===== src/rtl/reg_rename_file.sv =====
// Architectural register file with a rename status table (dirty bit + ROB tag per register).
// Combinational operand reads resolve through commit bypass and ROB forwarding.
module reg_rename_file #(
    parameter int unsigned XLEN     = 32,
    parameter int unsigned NUM_REGS = 32,
    parameter int unsigned REG_BIT  = 5,
    parameter int unsigned ROB_BIT  = 4,
    parameter int unsigned NUM_READ = 2
) (
    input  logic                         clk_in,
    input  logic                         rst_in,
    input  logic                         rdy_in,
    input  logic                         flush_in,
    input  logic                         commit_valid,
    input  logic [REG_BIT-1:0]           commit_reg,
    input  logic [XLEN-1:0]              commit_data,
    input  logic [ROB_BIT-1:0]           commit_tag,
    input  logic                         issue_valid,
    input  logic [REG_BIT-1:0]           issue_reg,
    input  logic [ROB_BIT-1:0]           issue_tag,
    input  logic [NUM_READ*REG_BIT-1:0]  rd_id,
    output logic [NUM_READ*XLEN-1:0]     rd_val,
    output logic [NUM_READ-1:0]          rd_has_dep,
    output logic [NUM_READ*ROB_BIT-1:0]  rd_dep,
    output logic [NUM_READ*ROB_BIT-1:0]  rob_qry_tag,
    input  logic [NUM_READ-1:0]          rob_qry_ready,
    input  logic [NUM_READ*XLEN-1:0]     rob_qry_value,
    output logic [REG_BIT:0]             busy_count
);

    logic [XLEN-1:0]    regs_q  [NUM_REGS];
    logic [XLEN-1:0]    regs_d  [NUM_REGS];
    logic [ROB_BIT-1:0] tag_q   [NUM_REGS];
    logic [ROB_BIT-1:0] tag_d   [NUM_REGS];
    logic [NUM_REGS-1:0] dirty_q, dirty_d;
    logic [REG_BIT:0]    busy_q, busy_d;

    logic commit_we, issue_we;

    assign commit_we = commit_valid && (commit_reg != '0);
    assign issue_we  = issue_valid && (issue_reg != '0);

    always_comb begin
        regs_d  = regs_q;
        tag_d   = tag_q;
        dirty_d = dirty_q;
        busy_d  = '0;

        // Commit always writes data; status clears only if no newer writer renamed the reg.
        if (commit_we) begin
            regs_d[commit_reg] = commit_data;
            if (tag_q[commit_reg] == commit_tag) begin
                dirty_d[commit_reg] = 1'b0;
                tag_d[commit_reg]   = '0;
            end
        end

        if (flush_in) begin
            dirty_d = '0;
            for (int i = 0; i < NUM_REGS; i++) begin
                tag_d[i] = '0;
            end
        end else if (issue_we) begin
            dirty_d[issue_reg] = 1'b1;
            tag_d[issue_reg]   = issue_tag;
        end

        for (int i = 0; i < NUM_REGS; i++) begin
            busy_d = busy_d + (REG_BIT+1)'(dirty_d[i]);
        end
    end

    always_ff @(posedge clk_in or negedge rst_in) begin
        if (!rst_in) begin
            for (int i = 0; i < NUM_REGS; i++) begin
                regs_q[i] <= '0;
                tag_q[i]  <= '0;
            end
            dirty_q <= '0;
            busy_q  <= '0;
        end else if (rdy_in) begin
            regs_q  <= regs_d;
            tag_q   <= tag_d;
            dirty_q <= dirty_d;
            busy_q  <= busy_d;
        end
    end

    assign busy_count = busy_q;

    always_comb begin
        logic [REG_BIT-1:0] rsel;
        rsel        = '0;
        rd_val      = '0;
        rd_has_dep  = '0;
        rd_dep      = '0;
        rob_qry_tag = '0;
        for (int k = 0; k < NUM_READ; k++) begin
            rsel = rd_id[k*REG_BIT +: REG_BIT];
            rob_qry_tag[k*ROB_BIT +: ROB_BIT] = tag_q[rsel];
            if (rsel == '0) begin
                rd_val[k*XLEN +: XLEN] = '0;
            end else if (issue_valid && (issue_reg == rsel)) begin
                // The issuing instruction is older than the reader, so it becomes the producer.
                rd_has_dep[k]               = 1'b1;
                rd_dep[k*ROB_BIT +: ROB_BIT] = issue_tag;
            end else if (dirty_q[rsel] && commit_valid && (commit_reg == rsel)
                         && (commit_tag == tag_q[rsel])) begin
                rd_val[k*XLEN +: XLEN] = commit_data;
            end else if (dirty_q[rsel] && rob_qry_ready[k]) begin
                rd_val[k*XLEN +: XLEN] = rob_qry_value[k*XLEN +: XLEN];
            end else if (dirty_q[rsel]) begin
                rd_has_dep[k]               = 1'b1;
                rd_dep[k*ROB_BIT +: ROB_BIT] = tag_q[rsel];
            end else begin
                rd_val[k*XLEN +: XLEN] = regs_q[rsel];
            end
        end
    end

endmodule


===== config.mk =====
export PLATFORM = sky130hd
export DESIGN_NAME = reg_rename_file
export DESIGN_NICKNAME = d
export VERILOG_FILES = /design/src/rtl/reg_rename_file.sv
export SDC_FILE = /design/constraint.sdc
export NUM_CORES = 2
export LEC_CHECK = 0
export ABC_AREA = 1
export CORE_MARGIN = 1
export CORE_UTILIZATION = 45
export DETAILED_ROUTE_END_ITERATION = 8
export SLEW_MARGIN = 10
export SYNTH_ARGS = -nofsm -noshare
export SYNTH_HDL_FRONTEND = slang
export SYNTH_SLANG_ARGS = --single-unit
export TNS_END_PERCENT = 100

===== constraint.sdc =====
create_clock -name clk_in -period 5.4 [get_ports clk_in]
set_clock_uncertainty 0.05 [all_clocks]
set_input_delay 1.08 -clock clk_in [delete_from_list [all_inputs] [get_ports clk_in]]
set_output_delay 1.08 -clock clk_in [all_outputs]
set_load 0.005 [all_outputs]

==> run_results.csv <==
group,metric,value,unit
status,status,"finished with violations",
status,violations,"setup timing",
clock_tree,postCtsHoldBufs,0,
yosys,synth_compound_area_share,24.2,%
die,start_util,45.4,%
die,ios,220,
timing,layout_setup_ws,-1.19,ns
critical_path,worst_ep_arrival_time,7.23,ns
final_layout,fin_nets,10800,
timing,setup_viol,6,
yosys,synth_mux_area_share,0.125,%
timing,finalMaxSlewViolations,0,
clock_tree,cts_num_sinks,1190,
die,die_y,403,um
detailed_routing,vias_per_cell,6.09,
yosys,ys_types,47,
yosys,ys_warn_count,0,
final_layout,area_growth,20.2,%
final_layout,layout_common_cells,"nand2_1, o21ai_0, dfrtp_1",
yosys,synth_cells,10400,
die,die_w,403,um
final_layout,drive_gt1_share,11.8,%
timing,hold_slack,0.239,ns
pwr,p_per_area,301,nW/um2
detailed_routing,ant_nets,0,
detailed_routing,num_vias,78300,
global_routing,grt_antenna_before_repair,19,
timing,max_slew_margin,20.3,%
pwr,p_int,17900,uW
die,die_area,162000,um2
clock_tree,cts_tree,"yes",
critical_path,worstSetupEndpointType,"flip-flop",
pwr,sw_frac_of_total,31.8,%
global_routing,grt_pass1_vias,71600,
yosys,synth_xor_area_share,0.0485,%
global_routing,grtUsageTotal,40.0,%
pwr,p_leak,0.0401,uW
flow_run,maxCapViolations,0,
yosys,syn_area,72200,um2
yosys,syn_area_per_cell,6.92,um2
place,place_hpwl,214000,um
global_routing,overflow,0,
hold_path,hold_class,"input pin to asynchronous set/reset pin",
detailed_routing,drtIter0Drc,12300,
pwr,pwr-share-clk,39.6,%
yosys,yosys_register_bits,1190,
yosys,synth_flop_cell,"dfrtp_1",
pwr,pwr-share-comb,19.7,%
global_routing,grt_max_degree,165,
critical_path,slowest_delay,0.59,ns
yosys,yosysSeqAreaShare,41.2,%
critical_path,worst_ep_required_time,6.04,ns
pwr,seqPwrFrac,40.7,%
critical_path,cp_common_cell,"nand2_1",
timing,rsz0062_at_grt,"yes",
detailed_routing,wl,334000,um
timing,clock.fmax,0.152,GHz
critical_path,startpoint_type,"input pin",
clock_tree,clock-root-buffer,"clkbuf_16",
timing,fin_crit,6.59,ns
global_routing,busiest_layer,"met2",
critical_path,crit_path_max_fanout,6,
clock_tree,h-tree-depth,4,
detailed_routing,drtPass1Iterations,9,
yosys,synthSimpleGateAreaFrac,24.7,%
yosys,synthAdderAreaFrac,0.787,%
detailed_routing,wire_per_inst,26.0,um
critical_path,path_class,"input pin to flip-flop",
final_layout,final_common_cell,"nand2_1",
clock_tree,clock_latency,0.81,ns
global_routing,grt_use_met1,55.6,%
critical_path,cp_slowest_cell,"fa_2",
place,place_congestion,1.01,
pwr,p_sw,8310,uW
global_routing,grt_pass1_wl,484000,um
yosys,synthArstFlopShare,100,%
detailed_routing,drc_errors,0,
global_routing,grt_use_met3,10.2,%
final_layout,fin_util,54.6,%
global_routing,grtUsageMet2,58.5,%
timing,tightest_slew,1.20,ns
place,place.port_buffers,219,
pwr,vdd_drop_max,326,uV
timing,hold_viol_final,0,
timing,min_period_over_period,122,%
clock_tree,numCtsBuffers,144,
die,rows,146,
yosys,synth_edf_count,0,
yosys,synth_top_family_by_area,"simple AND/OR/NAND/NOR gates",
clock_tree,clk_path_buf_depth,3,
die,core_area,159000,um2
clock_tree,cts.clk_slew.worst_paths,0.06,ns
yosys,syn_nets,10600,
power by group through the flow:
stage | Clock, uW | Sequential (uW) | Combinational, uW
after floorplan | 0 | 10600 | 2850
after global placement | 0 | 10700 | 4840
after detailed placement | 0 | 10700 | 4920
after CTS | 10400 | 10600 | 4980
after global routing | 10800 | 10700 | 5630
final | 10400 | 10600 | 5150
worst max-delay path: cells and delay by family:
kind	cells	cell delay, ns
AO/OA/AOI/OAI	4	0.42
adder cells (fa/ha/maj)	8	3.56
buffers and inverters	8	0.90
AND/OR/NAND/NOR	16	1.26
state kept, by name (all words and copies together) (netlist names):
register	count
busy_count	6
dirty_q	32
regs_q	1024
tag_q	128
through the flow:
stage	total power (uW)	setup TNS [ns]	instances	setup WS, ns	area (um2)
after global placement	15600	-14.53	12600	-2.55	80700
after detailed placement	15700	-13.97	12600	-2.62	80700
after CTS	26000	-6.19	12800	-1.42	86100
final	26200	-5.46	12900	-1.19	86800
after floorplan	13400	-7.26	10400	-1.52	72300
after global routing	27200	-6.49	12900	-1.39	86800
final cells by class:
class	instances	area, um2
Multi-Input combinational cell	7666	36600
Tap cell	2072	2590
Timing Repair inverter	1	11.3
Fill cell	15300	72200
Timing Repair Buffer	1006	10200
Antenna cell	6	15.0
Inverter	658	2560
Sequential cell	1190	29800
Clock inverter	59	752
Clock buffer	207	4260
metal layers:
metal	share of wire [%]	routed length, um
met1	41	136000
met2	42	141000
met3	12	40900
met4	5.1	17200
met5	0.034	115
logic make-up (layout without fill, tap and decap cells):
kind of cell	Yosys count	in the layout
adders and majority gates	31	31
AOI/OAI and AO/OA	3316	3316
other	0	6
xor gates and xnor gates	4	4
DFF	1190	1190
buffers and inverters	1573	1931
muxes	9	9
and+or+nand+nor	4306	4306
repair_timing:
item / CTS / global route
setup endpoints to repair: 23 / 61
pin swaps: 37 / 60
resized for setup: 72 / 107
setup buffers: 19 / 14
gates cloned: 2 / 10
cell usage after synthesis (3+ instances only):
cell type / count / share of area, %
inv_2: 12 / 0.062
nand2_2: 6 / 0.052
ha_1: 7 / 0.12
nor3_1: 15 / 0.10
fa_1: 24 / 0.67
a221oi_1: 8 / 0.097
a21oi_1: 805 / 5.6
or2_2: 13 / 0.11
buf_12: 6 / 0.17
mux2i_1: 9 / 0.12
nor2_2: 3 / 0.026
buf_1: 93 / 0.48
o21ai_0: 2019 / 14
nor2_1: 446 / 2.3
xor2_1: 3 / 0.036
o221ai_1: 47 / 0.57
nand3_2: 4 / 0.055
nand3_4: 30 / 0.73
nand4_1: 7 / 0.061
o31ai_1: 17 / 0.18
nand3_1: 763 / 5.3
a31oi_1: 27 / 0.23
o21ai_1: 137 / 0.95
o211ai_1: 221 / 2.3
nor3_4: 6 / 0.14
o2111ai_1: 8 / 0.097
o22ai_1: 25 / 0.22
dfrtp_1: 1190 / 41
nor3_2: 5 / 0.069
buf_2: 193 / 1.3
clkbuf_1: 593 / 3.1
inv_1: 645 / 3.4
nand2_1: 2996 / 16
buf_4: 19 / 0.20
buf_6: 11 / 0.17
worst paths after layout:
| kind | from | to | slack (ns) | cells past startpoint |
|---|---|---|---|---|
| max in group asynchronous | rst_in | regs_q[100]$_DFFE_PN0P_ | 3.72 | 3 |
| min in group clk_in | regs_q[997]$_DFFE_PN0P_ | regs_q[997]$_DFFE_PN0P_ | 0.34 | 0 |
| setup reg to reg | tag_q[50]$_DFFE_PN0P_ | busy_count[4]$_DFFE_PN0P_ | -0.99 | 34 |
| hold / removal | rst_in | tag_q[68]$_DFFE_PN0P_ | 0.24 | 1 |
| hold reg to reg | regs_q[997]$_DFFE_PN0P_ | regs_q[997]$_DFFE_PN0P_ | 0.34 | 0 |
| setup / recovery | commit_reg[0] | busy_count[4]$_DFFE_PN0P_ | -1.19 | 36 |
Note: power is estimated with default switching activity, not from simulation.
==> RTL edit (same flow settings) <==
Set the parameter `ROB_BIT` to 2 (it was 4).
--- a/src/rtl/reg_rename_file.sv
+++ b/src/rtl/reg_rename_file.sv
@@ -5,5 +5,5 @@
     parameter int unsigned NUM_REGS = 32,
     parameter int unsigned REG_BIT  = 5,
-    parameter int unsigned ROB_BIT  = 4,
+    parameter int unsigned ROB_BIT  = 2,
     parameter int unsigned NUM_READ = 2
 ) (
Interface: changed (resized commit_tag, issue_tag, rd_dep and rob_qry_tag); port bits go from 220 to 208. The function was not compared with the original's and may differ.
==> RTL edit against the original RTL <==
Final area is 9.3% lower; critical endpoint unchanged; largest power group unchanged; worst setup slack better by 0.21 ns; synthesized cell count is 9.4% lower; highest routed layer unchanged; via count is 9.8% lower; area after synthesis is 8.0% lower; routed wire length is 9.9% lower; sequential share of layout area is 1.5 points higher; total power is 5.4% lower; the flow still finishes with violations (setup timing); sequential cell count is 64 lower; utilization is 0.75 points lower; global-route usage is 0.17 points lower; sequential power is 5% lower.
==> RTL edit: results (changes against the original RTL) <==
critical-path maximum fanout 12 (was 6); buffer share of cell area 10.5% (was 11.7%); first-pass GRT wire length 439,000 um (was 484,000 um); Seq/Total Area, Yosys 42.4% (was 41.2%); synthesized area per cell 7.03 um2 (was 6.92 um2); Net Sw Power 7.75 mW (was 8.31 mW); Layout fillers 14,400 (was 15,300); Routed WL 301,000 um (was 334,000 um); Setup Viol. Count Final 6 (unchanged); CTS Buf Count 136 (was 144); Non-clock inverters 673 (was 659); status finished with violations (unchanged); final setup margin -0.978 ns (was -1.19 ns); multi-input combinational area share 41.3% (was 42.2%); number of buffers added on ports 207 (was 219); dpl cells 11,400 (was 12,600); Buffers, non-clock 858 (was 1,006); initial antenna violation count 10 (was 19); Detailed Place HPWL 190,000 um (was 214,000 um); largest net degree at the start of global routing 144 (was 165); Detailed Routing Iterations Pass 1 6 (was 9); WL met3 37,400 um (was 40,900 um); pre-CTS setup slack -2.26 ns (was -2.62 ns); failing checks setup timing (unchanged); Synth Area in XOR/XNOR 0.0791% (was 0.0485%); Mapped Nets 9,610 (was 10,600)
[RTL edit: worst max-delay path, delay by kind of cell]
family | cells | cell delay, ns
adders and majority gates | 8 | 3.58
and+or+nand+nor | 13 | 1.01
buffers and inverters | 8 | 0.81
AOI/OAI and AO/OA | 5 | 0.47
[RTL edit: power groups by stage]
stage | clock network [mW] | logic (mW) | registers, mW
final | 9.81 | 4.79 | 10.1
after global placement | 0 | 4.55 | 10.2
after global routing | 10.2 | 5.28 | 10.3
after CTS | 9.90 | 4.68 | 10.1
after detailed placement | 0 | 4.64 | 10.2
after floorplan | 0 | 2.75 | 10.1
[RTL edit: worst paths after layout]
check,end,startpoint,slack [ns],cells past startpoint
hold reg to reg,regs_q[1016],regs_q[1016],0.34,0
max in group asynchronous,regs_q[611],rst_in,3.64,2
setup reg to reg,busy_count[4],tag_q[40],-0.77,32
setup / recovery,busy_count[4],commit_reg[0],-0.98,34
hold / removal,tag_q[46],rst_in,0.24,1
min in group clk_in,regs_q[1016],regs_q[1016],0.34,0
